<file path="config.mk">
export PLATFORM = sky130hd
export DESIGN_NAME = regbank_writeback_flat
export DESIGN_NICKNAME = d
export VERILOG_FILES = /design/src/rtl/regbank_pkg.sv /design/src/rtl/regbank_writeback_if.sv /design/src/rtl/regbank_wb_fwd_match.sv /design/src/rtl/regbank_writeback.sv /design/src/flat_wrapper.sv
export SDC_FILE = /design/constraint.sdc
export NUM_CORES = 1
export LEC_CHECK = 0
export ABC_AREA = 1
export BUFFER_PORTS_ARGS = -buffer_cell sky130_fd_sc_hd__buf_4
export CORE_UTILIZATION = 35
export DETAILED_ROUTE_END_ITERATION = 10
export GPL_ROUTABILITY_DRIVEN = 0
export GPL_TIMING_DRIVEN = 0
export PLACE_DENSITY = 0.66
export SLEW_MARGIN = 0
export SYNTH_ARGS = -nofsm -noshare
export SYNTH_HDL_FRONTEND = slang
export SYNTH_SLANG_ARGS = --single-unit
</file>
<file path="constraint.sdc">
create_clock -name clk -period 11.11 [get_ports clk]
set_input_delay 2.222 -clock clk [delete_from_list [all_inputs] [get_ports clk]]
set_output_delay 2.222 -clock clk [all_outputs]
set_load 0.01 [all_outputs]
</file>
<file path="src/rtl/regbank_pkg.sv">
// regbank_pkg: shared widths, the zero register index and the write-back entry type.
package regbank_pkg;
  localparam int DATA_W = 64;
  localparam int ADDR_W = 5;
  localparam int WB_DEPTH = 4;
  localparam int CNT_W = $clog2(WB_DEPTH) + 1;
  localparam logic [ADDR_W-1:0] ZERO_REG = 5'd31;
  typedef struct packed {
    logic [ADDR_W-1:0] regno;
    logic [DATA_W-1:0] data;
  } wb_entry_t;
endpackage

</file>
<file path="src/rtl/regbank_writeback_if.sv">
// regbank_wb_if: producer handshake, bank write port and forwarding lookup of the write-back queue.
interface regbank_wb_if;
  import regbank_pkg::*;
  logic in_valid, in_ready, hold, regwrite, fwd_hit1, fwd_hit2;
  logic [ADDR_W-1:0] in_reg, writeregister, rd_reg1, rd_reg2;
  logic [DATA_W-1:0] in_data, datain, fwd_data1, fwd_data2;
  logic [CNT_W-1:0] count;
  modport slave (
    input in_valid, in_reg, in_data, hold, rd_reg1, rd_reg2,
    output in_ready, regwrite, writeregister, datain, fwd_hit1, fwd_hit2, fwd_data1, fwd_data2, count
  );
  modport master (
    output in_valid, in_reg, in_data, hold, rd_reg1, rd_reg2,
    input in_ready, regwrite, writeregister, datain, fwd_hit1, fwd_hit2, fwd_data1, fwd_data2, count
  );
endinterface

</file>
<file path="src/rtl/regbank_wb_fwd_match.sv">
// regbank_wb_fwd_match: youngest valid entry matching one read address, walking oldest to newest.
module regbank_wb_fwd_match
  import regbank_pkg::*;
#(
  parameter int DEPTH = WB_DEPTH
) (
  input  wb_entry_t [DEPTH-1:0]         ents,
  input  logic [$clog2(DEPTH)-1:0]      head,
  input  logic [$clog2(DEPTH):0]        cnt,
  input  logic [ADDR_W-1:0]             rd,
  output logic                          hit,
  output logic [DATA_W-1:0]             data
);
  localparam int PW = $clog2(DEPTH);
  always_comb begin
    hit = 1'b0;
    data = '0;
    for (int k = 0; k < DEPTH; k++)
      if ((PW+1)'(k) < cnt && rd != ZERO_REG && ents[head + PW'(k)].regno == rd) begin
        hit = 1'b1;
        data = ents[head + PW'(k)].data;
      end
  end
endmodule

</file>
<file path="src/rtl/regbank_writeback.sv">
// regbank_writeback: in-order write-back queue draining one entry per cycle into the register bank.
// Forwarding of pending values is built only when REGBANK_WB_FORWARD_EN is defined.
module regbank_writeback
  import regbank_pkg::*;
#(
  parameter int DEPTH = WB_DEPTH
) (
  input logic          clk,
  input logic          rst,
  regbank_wb_if.slave  bus
);
  localparam int PW = $clog2(DEPTH);
  localparam int CW = PW + 1;
  wb_entry_t [DEPTH-1:0] mem_q, mem_d;
  logic [PW-1:0] rd_ptr_q, rd_ptr_d, wr_ptr_q, wr_ptr_d;
  logic [CW-1:0] count_q, count_d;
  logic full, pop, push;
  always_comb begin
    full = count_q == CW'(DEPTH);
    pop = count_q != '0 && !bus.hold;
    push = bus.in_valid && !full && bus.in_reg != ZERO_REG;
    mem_d = mem_q;
    if (push) mem_d[wr_ptr_q] = '{regno: bus.in_reg, data: bus.in_data};
    rd_ptr_d = rd_ptr_q + PW'(pop);
    wr_ptr_d = wr_ptr_q + PW'(push);
    count_d = count_q + CW'(push) - CW'(pop);
  end
  assign bus.in_ready = !full;
  assign bus.regwrite = pop;
  assign bus.writeregister = pop ? mem_q[rd_ptr_q].regno : '0;
  assign bus.datain = pop ? mem_q[rd_ptr_q].data : '0;
  assign bus.count = count_q;
  always_ff @(posedge clk)
    if (rst) begin
      count_q <= '0;
      rd_ptr_q <= '0;
      wr_ptr_q <= '0;
    end else begin
      count_q <= count_d;
      rd_ptr_q <= rd_ptr_d;
      wr_ptr_q <= wr_ptr_d;
    end
  always_ff @(posedge clk) mem_q <= mem_d;
`ifdef REGBANK_WB_FORWARD_EN
  regbank_wb_fwd_match #(.DEPTH(DEPTH)) u_fwd1 (
    .ents(mem_q), .head(rd_ptr_q), .cnt(count_q), .rd(bus.rd_reg1),
    .hit(bus.fwd_hit1), .data(bus.fwd_data1)
  );
  regbank_wb_fwd_match #(.DEPTH(DEPTH)) u_fwd2 (
    .ents(mem_q), .head(rd_ptr_q), .cnt(count_q), .rd(bus.rd_reg2),
    .hit(bus.fwd_hit2), .data(bus.fwd_data2)
  );
`else
  logic unused_rd;
  assign unused_rd = ^{bus.rd_reg1, bus.rd_reg2};
  assign bus.fwd_hit1 = 1'b0;
  assign bus.fwd_hit2 = 1'b0;
  assign bus.fwd_data1 = '0;
  assign bus.fwd_data2 = '0;
`endif
endmodule

</file>
<file path="src/flat_wrapper.sv">
// flat-port wrapper written by rule: the top's interface ports become plain ports
module regbank_writeback_flat import regbank_pkg::*;
#(
  parameter int DEPTH = WB_DEPTH
)
  (clk, rst, bus_in_valid, bus_in_reg, bus_in_data, bus_hold, bus_rd_reg1, bus_rd_reg2, bus_in_ready, bus_regwrite, bus_writeregister, bus_datain, bus_fwd_hit1, bus_fwd_hit2, bus_fwd_data1, bus_fwd_data2, bus_count);
  regbank_wb_if bus_i ();
  input logic clk;
  input logic rst;
  input wire logic [$bits(bus_i.in_valid)-1:0] bus_in_valid;
  input wire logic [$bits(bus_i.in_reg)-1:0] bus_in_reg;
  input wire logic [$bits(bus_i.in_data)-1:0] bus_in_data;
  input wire logic [$bits(bus_i.hold)-1:0] bus_hold;
  input wire logic [$bits(bus_i.rd_reg1)-1:0] bus_rd_reg1;
  input wire logic [$bits(bus_i.rd_reg2)-1:0] bus_rd_reg2;
  output wire logic [$bits(bus_i.in_ready)-1:0] bus_in_ready;
  output wire logic [$bits(bus_i.regwrite)-1:0] bus_regwrite;
  output wire logic [$bits(bus_i.writeregister)-1:0] bus_writeregister;
  output wire logic [$bits(bus_i.datain)-1:0] bus_datain;
  output wire logic [$bits(bus_i.fwd_hit1)-1:0] bus_fwd_hit1;
  output wire logic [$bits(bus_i.fwd_hit2)-1:0] bus_fwd_hit2;
  output wire logic [$bits(bus_i.fwd_data1)-1:0] bus_fwd_data1;
  output wire logic [$bits(bus_i.fwd_data2)-1:0] bus_fwd_data2;
  output wire logic [$bits(bus_i.count)-1:0] bus_count;
  assign bus_i.in_valid = bus_in_valid;
  assign bus_i.in_reg = bus_in_reg;
  assign bus_i.in_data = bus_in_data;
  assign bus_i.hold = bus_hold;
  assign bus_i.rd_reg1 = bus_rd_reg1;
  assign bus_i.rd_reg2 = bus_rd_reg2;
  assign bus_in_ready = bus_i.in_ready;
  assign bus_regwrite = bus_i.regwrite;
  assign bus_writeregister = bus_i.writeregister;
  assign bus_datain = bus_i.datain;
  assign bus_fwd_hit1 = bus_i.fwd_hit1;
  assign bus_fwd_hit2 = bus_i.fwd_hit2;
  assign bus_fwd_data1 = bus_i.fwd_data1;
  assign bus_fwd_data2 = bus_i.fwd_data2;
  assign bus_count = bus_i.count;
  regbank_writeback #(.DEPTH(DEPTH)) u_core (.clk(clk), .rst(rst), .bus(bus_i));
endmodule
</file>
==> results of run 1 <==
-- layout make-up --
cell class	count	area, sq um
repair buffers	157	1350
well taps	468	586
plain buffers	182	1230
flip-flops and latches	283	8430
clock buffers	38	842
multi-input cells	650	2790
fillers	3340	20000
clock inverters	18	230
inverters	294	1100
-- worst paths after layout --
path                                     startpoint             endpoint  slack (ns)  depth (start not counted)
worst max-delay path                       bus_hold       bus_datain[54]        5.30                          6
worst min-delay path             u_core.wr_ptr_q[1]   u_core.wr_ptr_q[1]        0.60                          2
worst max register to register  u_core.bus.count[0]  u_core.bus.count[2]        8.42                         12
worst min register to register   u_core.wr_ptr_q[1]   u_core.wr_ptr_q[1]        0.60                          2
-- metrics by stage --
step                      cells  hold WS, ns  cell area (sq um)  worst slack [ns]  utilization, %
after global placement     2023        0.540              15200              2.45            41.5
final                      2090        0.600              16600              5.30            45.3
after detailed placement   2034        0.577              15500              5.25            42.3
after floorplan            1409        0.526              13500              5.26               -
after CTS                  2090        0.598              16600              5.22            45.3
after global routing       2090        0.651              16600              5.19            45.3
-- flip-flops by register name (all words and copies together) (netlist names) --
register / cells
u_core.rd_ptr_q: 2
u_core.bus.count: 3
u_core.wr_ptr_q: 2
u_core.mem_q: 276
-- layout by cell type (no fill, tap or decap) --
cell / instances
sky130_fd_sc_hd__a21oi_1: 71
sky130_fd_sc_hd__buf_1: 5
sky130_fd_sc_hd__buf_12: 6
sky130_fd_sc_hd__buf_16: 5
sky130_fd_sc_hd__buf_2: 41
sky130_fd_sc_hd__buf_4: 278
sky130_fd_sc_hd__bufinv_16: 5
sky130_fd_sc_hd__clkbuf_1: 7
sky130_fd_sc_hd__clkbuf_16: 31
sky130_fd_sc_hd__clkbuf_8: 4
sky130_fd_sc_hd__clkinv_1: 1
sky130_fd_sc_hd__clkinv_2: 6
sky130_fd_sc_hd__clkinv_4: 1
sky130_fd_sc_hd__clkinvlp_4: 5
sky130_fd_sc_hd__conb_1: 130
sky130_fd_sc_hd__dfxtp_1: 7
sky130_fd_sc_hd__edfxtp_1: 276
sky130_fd_sc_hd__fa_1: 1
sky130_fd_sc_hd__ha_1: 4
sky130_fd_sc_hd__inv_1: 292
sky130_fd_sc_hd__inv_2: 2
sky130_fd_sc_hd__nand2_1: 290
sky130_fd_sc_hd__nand3_1: 139
sky130_fd_sc_hd__nor2_1: 9
sky130_fd_sc_hd__nor2_4: 4
sky130_fd_sc_hd__xnor2_1: 2
-- tightest hold or removal path, delay by kind of cell (launching register included) --
kind / cells / cell delay (ns)
xor gates and xnor gates: 1 / 0.14
DFF: 1 / 0.35
and+or+nand+nor: 1 / 0.07
-- cell usage after synthesis --
| master | number | area, sq um |
|---|---|---|
| sky130_fd_sc_hd__inv_1 | 292 | 1100 |
| sky130_fd_sc_hd__nand2_1 | 290 | 1090 |
| sky130_fd_sc_hd__edfxtp_1 | 276 | 8290 |
| sky130_fd_sc_hd__nand3_1 | 139 | 696 |
| sky130_fd_sc_hd__buf_4 | 132 | 991 |
| sky130_fd_sc_hd__a21oi_1 | 71 | 355 |
| sky130_fd_sc_hd__buf_2 | 41 | 205 |
| sky130_fd_sc_hd__nor2_1 | 13 | 48.8 |
| sky130_fd_sc_hd__dfxtp_1 | 7 | 140 |
| sky130_fd_sc_hd__buf_1 | 5 | 18.8 |
| sky130_fd_sc_hd__clkbuf_1 | 4 | 15.0 |
| sky130_fd_sc_hd__ha_1 | 4 | 50.1 |
| sky130_fd_sc_hd__inv_2 | 2 | 7.51 |
| sky130_fd_sc_hd__xnor2_1 | 2 | 17.5 |
| sky130_fd_sc_hd__conb_1 | 1 | 3.75 |
| sky130_fd_sc_hd__fa_1 | 1 | 20.0 |
-- layer usage --
layer  vias to the layer above  track usage [%]  routed length [um]  part of all wire, %
met5                         -                0                   0                    0
met4                         0             4.29                 606                  2.0
met3                        43             2.71                2090                  7.0
met2                       345             27.0               14500                   49
met1                      3951             20.1               12600                   42
li1                       4406                -                   -                    -
-- cells by family after synthesis --
family                     synth area share (%)
buffers and inverters                      17.9
xor gates and xnor gates                  0.134
DFF                                        64.6
adders and majority gates                 0.537
and+or+nand+nor                            14.1
AOI/OAI and AO/OA                          2.72
other                                    0.0288
-- power by group through the flow --
stage | sequential [mW] | combinational [mW] | clock, mW
4_1_cts | 1.34 | 1.07 | 1.08
5_1_grt | 1.35 | 1.17 | 1.13
3_3_place_gp | 1.38 | 1.01 | 0
3_5_place_dp | 1.36 | 1.06 | 0
2_1_floorplan | 1.37 | 0.607 | 0
6_report | 1.34 | 1.05 | 1.05
==> impl_summary.txt, run 1 <==
----------------------------------------------------
[Worst setup path]
  Worst path top cell family by delay ... buffers and inverters
  Sort of element at the end of the critical path ... output port
  Slowest cell on the critical path ... sky130_fd_sc_hd__buf_1
  CP startpoint kind ... primary input
  Worst EP arrival ... about 3.6 ns
  Critical path's largest stage delay ... between 0.5 and 0.6 ns
  Crit path kind ... in2out
  Buffers & Inverters on Critical Path ... 4
  Crit path top cell by count ... sky130_fd_sc_hd__buf_4
  Critical-path cell list ... buf_4 > inv_1 > nand2_1 > buf_1 > a21oi_1 > buf_4
  CP Data Required Time ... ~8.9 ns
  Worst-path fanout max ... 10

[Global routing]
  Vias in the first global route ... about 8400
  Antenna violations before repair ... 0
  Overall Global Routing Usage ... 15.6%
  Global-route wire length before repair ... between 40 and 50 mm
  Maximum number of pins on one net before global-route repair ... 28
  Gr ovfl total ... 0

[Routing]
  Final antenna-violating net count ... 0
  Total iterations of the first detailed-routing run ... 5
  Per-cell routed wire length ... 14.3 um
  Via-per-instance ratio ... approximately 4.2
  Overall via count from detail_route ... slightly below 9000
  Iteration-0 DRC Markers ... roughly 530
  Routed wire length ... slightly below 30 mm
  Number of remaining DRC errors ... 0

[Power]
  LEAKAGE ... about 8 nW
  Pwr per Cell Area ... 208 nW/um^2
  Clock share of power ... 30.6%
  Worst vdd rail ir drop ... about 0.15 mV
  Switching portion of total power ... 32.0%
  Combinational fraction of design power ... between 30% and 40%
  Total Power ... roughly 3.4 mW
  Internal cell power ... ~2.3 mW
  Switching power total ... about 1.1 mW
  Sequential power share ... 39.0%

[Synthesis]
  Post-Syn Area ... about 13000 sq um
  Avg Cell Area, Syn ... just over 10 sq um
  Post-Synthesis Cells ... about 1300
  Seq cells post-synth ... approximately 280
  Post-synth cell types ... 16
  Total number of yosys warnings ... 0
  Fraction of the yosys area taken by sequential cells ... ~65%

[Clock tree]
  Number of buffers inserted during clock tree synthesis ... 30
  Number of hold buffers added after CTS ... 0
  CTS clk-pin slew, worst paths ... around 0.06 ns
  Longest Clk Path Bufs ... 3
  Quantity of gates resized following cts ... 0
  Clock latency at the later pin of the worst-skew pair ... 0.56 ns
  Clock H-tree levels ... 1
  Total setup buffers inserted after CTS ... 0
  Clock tree from TritonCTS ... built
  Sinks on the clock net ... 283
  Root buf cell ... sky130_fd_sc_hd__clkbuf_16

[Die]
  Initial core utilization ... between 30% and 40%
  Site Rows ... 70
  Core Region ... 36600 sq um
  Count of boundary I/O pins ... between 200 and 300
  Die Area ... approximately 38000 sq um
  Die Ht ... approximately 200 um
  Die X ... roughly 200 um

[Final layout]
  Number of nets in the final layout ... approximately 1700
  Fraction of layout cells with a size suffix above 1 ... around a quarter
  Area growth from synthesis to layout ... 27.0%
  ANT cells ... 0

[Timing]
  Max-slew violations ... 0
  Highest achievable clock rate ... 0.172 GHz
  Final Hold Fails ... 0
  Tmin final ... just under 6 ns
  Tightest Pin Transition ... around 0.7 ns
  Post-route clock period utilization ... around 52%
  Max transition margin ... between 50 and 60%
  Worst Skew ... between 0.01 and 0.015 ns
  Total setup violations reported at the end of the flow ... 0
  Setup repair after global routing missed its margin ... no
  Post-route setup TNS ... 0 ns

[Run status]
  Outcome ... finished clean

[Placed design]
  Placed wire-length estimate ... 20.2 mm
  Number of buffer cells added on primary ports ... 146

[Flow run]
  Maximum capacitance violations ... 0

[Worst hold path]
  Class of the worst hold path ... reg2reg

----------------------------------------------------
Note: power is estimated with default switching activity, not from simulation.
==> run 2: changes to the inputs <==
PLACE_DENSITY = 0.68   (was 0.66)
clock period = 5 ns   (was 11.11 ns; I/O delays follow)
==> impl_summary.txt, run 2 (synthesis gave the netlist of run 1 again) <==
----------------------------------------------------
[Worst setup path]
  Crit path top cell by count ... sky130_fd_sc_hd__nand2_1
  CP startpoint kind ... register
  Sort of element at the end of the critical path ... output port
  Crit path kind ... reg2out
  CP Data Required Time ... 4.00 ns (-4.89 ns)
  Worst-path fanout max ... 10 (unchanged)
  Critical-path cell list ... nor2_1 > nand2_1 > nand2_1 > buf_1 > a21oi_1 > buf_4
  Critical path's largest stage delay ... 0.50 ns (-0.05 ns)
  Slowest cell on the critical path ... sky130_fd_sc_hd__buf_1
  Worst EP arrival ... 2.38 ns (-1.21 ns)

[Routing]
  Number of remaining DRC errors ... 0 (unchanged)
  Via-per-instance ratio ... 4.26 (+1.9%)
  Overall via count from detail_route ... 8916 (+2.0%)
  Final antenna-violating net count ... 0 (unchanged)
  Total iterations of the first detailed-routing run ... 5 (unchanged)
  Per-cell routed wire length ... 14.4 um (+1.1%)
  Routed wire length ... 30.1 mm (+1.1%)
  Iteration-0 DRC Markers ... 592 (+13%)

[Clock tree]
  Sinks on the clock net ... 283 (unchanged)
  Clock latency at the later pin of the worst-skew pair ... 0.57 ns (about the same)
  Clock H-tree levels ... 1 (unchanged)
  CTS clk-pin slew, worst paths ... 0.06 ns (about the same)
  Clock tree from TritonCTS ... built
  Longest Clk Path Bufs ... 3 (unchanged)
  Number of hold buffers added after CTS ... 0 (unchanged)
  Total setup buffers inserted after CTS ... 0 (unchanged)
  Root buf cell ... sky130_fd_sc_hd__clkbuf_16
  Quantity of gates resized following cts ... 0 (unchanged)
  Number of buffers inserted during clock tree synthesis ... 31 (+3.3%)

[Power]
  LEAKAGE ... 7.81 nW (-0.75%)
  Combinational fraction of design power ... 31.2% (+0.7 points)
  Switching portion of total power ... 33.3% (+1.3 points)
  Pwr per Cell Area ... 455 nW/um^2 (+120%)
  Clock share of power ... 29.0% (-1.6 points)
  Switching power total ... 2.49 mW (+130%)
  Internal cell power ... 4.99 mW (+110%)
  Sequential power share ... 39.8% (+0.8 points)
  Worst vdd rail ir drop ... 0.280 mV (+92%)

[Global routing]
  Vias in the first global route ... 8392 (-0.46%)
  Antenna violations before repair ... 0 (unchanged)
  Maximum number of pins on one net before global-route repair ... 28 (unchanged)
  Layer with the highest usage after global routing ... met2
  Global routing met2 resource utilization ... 26.6% (-0.45 points)
  Overall Global Routing Usage ... 15.6% (-0.044 points)
  Met3 demand-to-capacity share in global routing ... 2.30% (-0.41 points)
  Gr ovfl total ... 0 (unchanged)
  Global-route wire length before repair ... 45.7 mm (-0.45%)
  Met1 global-route usage ... 20.2% (+0.11 points)

[Placed design]
  Number of buffer cells added on primary ports ... 146 (unchanged)
  Placed wire-length estimate ... 20.3 mm (+0.47%)
  Setup slack after placement ... 1.59 ns (-3.66 ns)
  Inst Count DP ... 2033 (-0.049%)

[Timing]
  Final Hold Fails ... 0 (unchanged)
  Tmin final ... around 3.4 ns
  Setup repair after global routing missed its margin ... no
  Post-route clock period utilization ... between 60% and 70%
  Tightest Pin Transition ... 0.916 ns (+0.204 ns)
  Highest achievable clock rate ... 0.296 GHz
  Worst Skew ... 0.0265 ns (+0.0117 ns)
  Max transition margin ... 38.8% (-14 points)
  Max-slew violations ... 0 (unchanged)
  Total setup violations reported at the end of the flow ... 0 (unchanged)
  Post-route setup TNS ... 0 ns (unchanged)
  Final worst setup slack ... 1.62 ns (-3.68 ns)

[Final layout]
  Commonest cells after routing, fill and taps aside ... sky130_fd_sc_hd__inv_1 (292), sky130_fd_sc_hd__nand2_1 (290), sky130_fd_sc_hd__buf_4 (278)
  Fin cells ... 2091 (+0.048%)
  Layout fillers ... 3354 (+0.42%)
  Most common cell after layout, fill and taps aside ... sky130_fd_sc_hd__inv_1
  Number of flip-flops under the largest register name ... 276 (unchanged)
  Number of nets in the final layout ... 1686 (unchanged)
  Most flops, register ... u_core.mem_q
  Fraction of layout cells with a size suffix above 1 ... 23.8% (-0.14 points)
  Area growth from synthesis to layout ... 26.0%
  ANT cells ... 0 (unchanged)

[Flow run]
  Maximum capacitance violations ... 0 (unchanged)

[Worst hold path]
  Class of the worst hold path ... reg2reg

[Die]
  Count of boundary I/O pins ... 287 (unchanged)
  Site Rows ... 70 (unchanged)
  Core Region ... 36600 sq um (unchanged)
  Die X ... 195 um (unchanged)
  Initial core utilization ... 35.6% (unchanged)
  Die Area ... 38000 sq um (unchanged)
  Die Ht ... 195 um (unchanged)

[Run status]
  Outcome ... finished clean

----------------------------------------------------
==> run 2: cell types whose count changed in the layout (fill, tap and decap cells not counted), sizes merged <==
cell    before  now
buf        335  334
bufinv       5    0
clkbuf      42   44
clkinv       8   11
inv        294  296
==> run 2: stage by stage <==
| stage | hold WS, ns | power [mW] | instance area, sq um | util [%] |
|---|---|---|---|---|
| floorplan | 0.526 | 4.40 | 13500 | - |
| global placement | 0.541 | 5.32 | 15200 | 41.5 |
| detailed placement | 0.563 | 5.38 | 15400 | 42.2 |
| CTS | 0.589 | 7.56 | 16400 | 44.9 |
| global route | 0.599 | 7.87 | 16400 | 44.9 |
| finish | 0.589 | 7.48 | 16400 | 44.9 |
==> run 2: worst paths after layout <==
kind	startpoint	endpoint	slack, ns	cells after the start
max	u_core.bus.count[0]	bus_datain[54]	1.62	6
min	u_core.wr_ptr_q[1]	u_core.wr_ptr_q[1]	0.59	2
max reg2reg	u_core.bus.count[0]	u_core.bus.count[2]	2.33	12
min reg2reg	u_core.wr_ptr_q[1]	u_core.wr_ptr_q[1]	0.59	2
==> run 2: layout make-up <==
cell class / count / area, sq um / area share (%)
multi-input cells: 650 / 2790 / 17.0
clock buffers: 40 / 881 / 5.36
plain buffers: 182 / 1230 / 7.48
inverters: 294 / 1100 / 6.71
repair buffers: 156 / 1300 / 7.93
clock inverters: 18 / 109 / 0.662
flip-flops and latches: 283 / 8430 / 51.3
well taps: 468 / 586 / 3.56
==> run 2: routing by layer <==
metal / up-vias / wire (um)
met3: 45 / 2170
li1: 4407 / -
met1: 4080 / 12800
met2: 384 / 14600
met5: - / 0
met4: 0 / 589
==> run 2: power groups by stage <==
stage,clock [mW],combinational [mW],sequential (mW)
4_1_cts,2.21,2.37,2.98
6_report,2.17,2.33,2.98
5_1_grt,2.30,2.58,3.00
3_5_place_dp,0,2.36,3.03
3_3_place_gp,0,2.24,3.08
2_1_floorplan,0,1.35,3.05
==> run 2: worst max-delay path, delay by kind of cell, from the launching register on <==
family	cells	cell delay [ns]
buffers and inverters	2	0.68
flip-flops	1	0.33
AND/OR/NAND/NOR	3	0.64
AO/OA/AOI/OAI	1	0.13
==> run 3: changes to the inputs <==
clock period = 2.99 ns   (was 5 ns; I/O delays follow)
==> impl_summary.txt, run 3 (synthesis gave the netlist of run 1 again) <==
----------------------------------------------------
[Run status]
  Outcome ... finished clean

[Worst setup path]
  Crit path kind ... reg2out
  CP Data Required Time ... 2.39 ns (-1.61 ns)
  Worst EP arrival ... 2.21 ns (-0.17 ns)
  Sort of element at the end of the critical path ... output port
  CP startpoint kind ... register
  Worst-path fanout max ... 10 (unchanged)
  Setup slack, reg-to-reg ... 0.42 ns (-1.91 ns)

[Flow run]
  Maximum capacitance violations ... 0 (unchanged)

[Final layout]
  Area growth from synthesis to layout ... 24.6%
  Most flops, register ... u_core.mem_q
  Commonest cells after routing, fill and taps aside ... sky130_fd_sc_hd__inv_1 (292), sky130_fd_sc_hd__nand2_1 (289), sky130_fd_sc_hd__buf_4 (278)
  Number of flip-flops under the largest register name ... 276 (unchanged)
  Most common cell after layout, fill and taps aside ... sky130_fd_sc_hd__inv_1
  Number of nets in the final layout ... 1682 (-0.24%)
  Layout fillers ... 3345 (-0.27%)
  Fraction of layout cells with a size suffix above 1 ... 23.3% (-0.52 points)

[Die]
  Die Area ... 38000 sq um (unchanged)
  Die X ... 195 um (unchanged)
  Initial core utilization ... 35.6% (unchanged)
  Count of boundary I/O pins ... 287 (unchanged)
  Die Ht ... 195 um (unchanged)
  Site Rows ... 70 (unchanged)
  Core Region ... 36600 sq um (unchanged)

[Routing]
  Routed wire length ... 30.1 mm (-0.17%)
  Per-cell routed wire length ... 14.4 um (+0.12%)
  Final antenna-violating net count ... 0 (unchanged)
  Iteration-0 DRC Markers ... 450 (-24%)
  Total iterations of the first detailed-routing run ... 5 (unchanged)
  Number of remaining DRC errors ... 0 (unchanged)
  Via-per-instance ratio ... 4.20 (-1.4%)
  Overall via count from detail_route ... 8767 (-1.7%)

[Clock tree]
  Number of buffers inserted during clock tree synthesis ... 29 (-6.5%)
  Sinks on the clock net ... 283 (unchanged)
  Clock latency at the later pin of the worst-skew pair ... 0.55 ns (-0.02 ns)
  Clock tree from TritonCTS ... built
  Longest Clk Path Bufs ... 3 (unchanged)
  CTS clk-pin slew, worst paths ... 0.06 ns (about the same)
  Root buf cell ... sky130_fd_sc_hd__clkbuf_16
  Total setup buffers inserted after CTS ... 0 (unchanged)
  Clock H-tree levels ... 1 (unchanged)

[Power]
  Total Power ... 12.1 mW (+62%)
  Worst vdd rail ir drop ... 0.483 mV (+72%)
  LEAKAGE ... 7.74 nW (-0.96%)
  Pwr per Cell Area ... 745 nW/um^2 (+64%)

[Timing]
  Setup repair after global routing missed its margin ... no
  Final Hold Fails ... 0 (unchanged)
  Post-route clock period utilization ... between 90% and 100%
  Worst Skew ... 0.0178 ns (-0.00870 ns)
  Tightest Pin Transition ... 0.775 ns (-0.141 ns)
  Tmin final ... 2.81 ns
  Total setup violations reported at the end of the flow ... 0 (unchanged)
  Max-slew violations ... 0 (unchanged)
  Post-route setup TNS ... 0 ns (unchanged)
  Max transition margin ... 48.2% (+9.4 points)
  Highest achievable clock rate ... roughly 0.36 GHz

[Global routing]
  Gr ovfl total ... 0 (unchanged)
  Maximum number of pins on one net before global-route repair ... 28 (unchanged)
  Antenna violations before repair ... 0 (unchanged)
  Global-route wire length before repair ... 44.7 mm (-2.2%)
  Overall Global Routing Usage ... 15.3% (-0.27 points)
  Vias in the first global route ... 8248 (-1.7%)

[Placed design]
  Number of buffer cells added on primary ports ... 146 (unchanged)
  Placed wire-length estimate ... 19.8 mm (-2.3%)

[Worst hold path]
  Class of the worst hold path ... in2reg

----------------------------------------------------
## run 3: cell types whose count changed in the layout (fill, tap and decap cells not counted), sizes merged
cell	delta
clkinv	+5
buf	-3
inv	-1
clkbuf	-4
clkinvlp	-4
diode	+1
## run 3: worst paths after layout
path	to	from	depth (start not counted)
worst max-delay path	bus_datain[46]	u_core.rd_ptr_q[1]	5
worst min-delay path	u_core.mem_q[182]	bus_in_data[44]	1
worst max register to register	u_core.bus.count[2]	u_core.bus.count[0]	11
worst min register to register	u_core.wr_ptr_q[1]	u_core.wr_ptr_q[1]	2
## run 3: metrics by stage
step / instance area [sq um] / cells / setup WS [ns] / hold slack [ns] / util [%]
global placement: 15200 / 2023 / -1.86 / 0.543 / 41.6
floorplan: 13500 / 1409 / -0.126 / 0.526 / -
detailed placement: 15400 / 2031 / 0.00893 / 0.565 / 42.1
CTS: 16200 / 2084 / 0.0816 / 0.215 / 44.4
global route: 16200 / 2084 / 0.0321 / 0.218 / 44.4
finish: 16300 / 2085 / 0.181 / 0.244 / 44.4
## run 3: what timing repair did
| item | in CTS | in global routing |
|---|---|---|
| hold buffers | 0 | 0 |
| endpoints found under the setup margin | 14 | 2 |
| cloned | 0 | 0 |
| pin swaps | 0 | 0 |
| gates resized for setup | 1 | 1 |
## run 3: critical path, cell delays in order, from the launching register on
cell                       delay (ns)
sky130_fd_sc_hd__dfxtp_1         0.30
sky130_fd_sc_hd__buf_2           0.28
sky130_fd_sc_hd__clkbuf_1        0.48
sky130_fd_sc_hd__nand3_1         0.16
sky130_fd_sc_hd__a21oi_1         0.27
sky130_fd_sc_hd__buf_4           0.18
## run 3: area by class of cell
class                      instances  area [sq um]  share of cell area (%)
buffer                           182          1230                    7.58
inverter                         294          1100                    6.79
sequential                       283          8430                    51.9
multi-input combinational        650          2800                    17.2
antenna                            1          2.50                  0.0154
clock buffer                      35           748                    4.60
tap                              468           586                    3.60
timing repair buffer             154          1260                    7.73
clock inverter                    18          98.8                   0.608
## run 3: where the power goes
| group | switching [mW] | internal (mW) | total [mW] |
|---|---|---|---|
| Combinational | 2.49 | 1.39 | 3.88 |
| Clock | 1.47 | 1.78 | 3.26 |
| Sequential | 0.111 | 4.87 | 4.98 |
| Total | 4.08 | 8.03 | 12.1 |
## run 3: per-layer routing
metal  GRT usage [%]  routed length, um  share of wire (%)
met3            2.97               2090                7.0
met4            4.55                569                1.9
met1            19.0              12600                 42
met5               0                  0                  0
met2            26.9              14800                 49
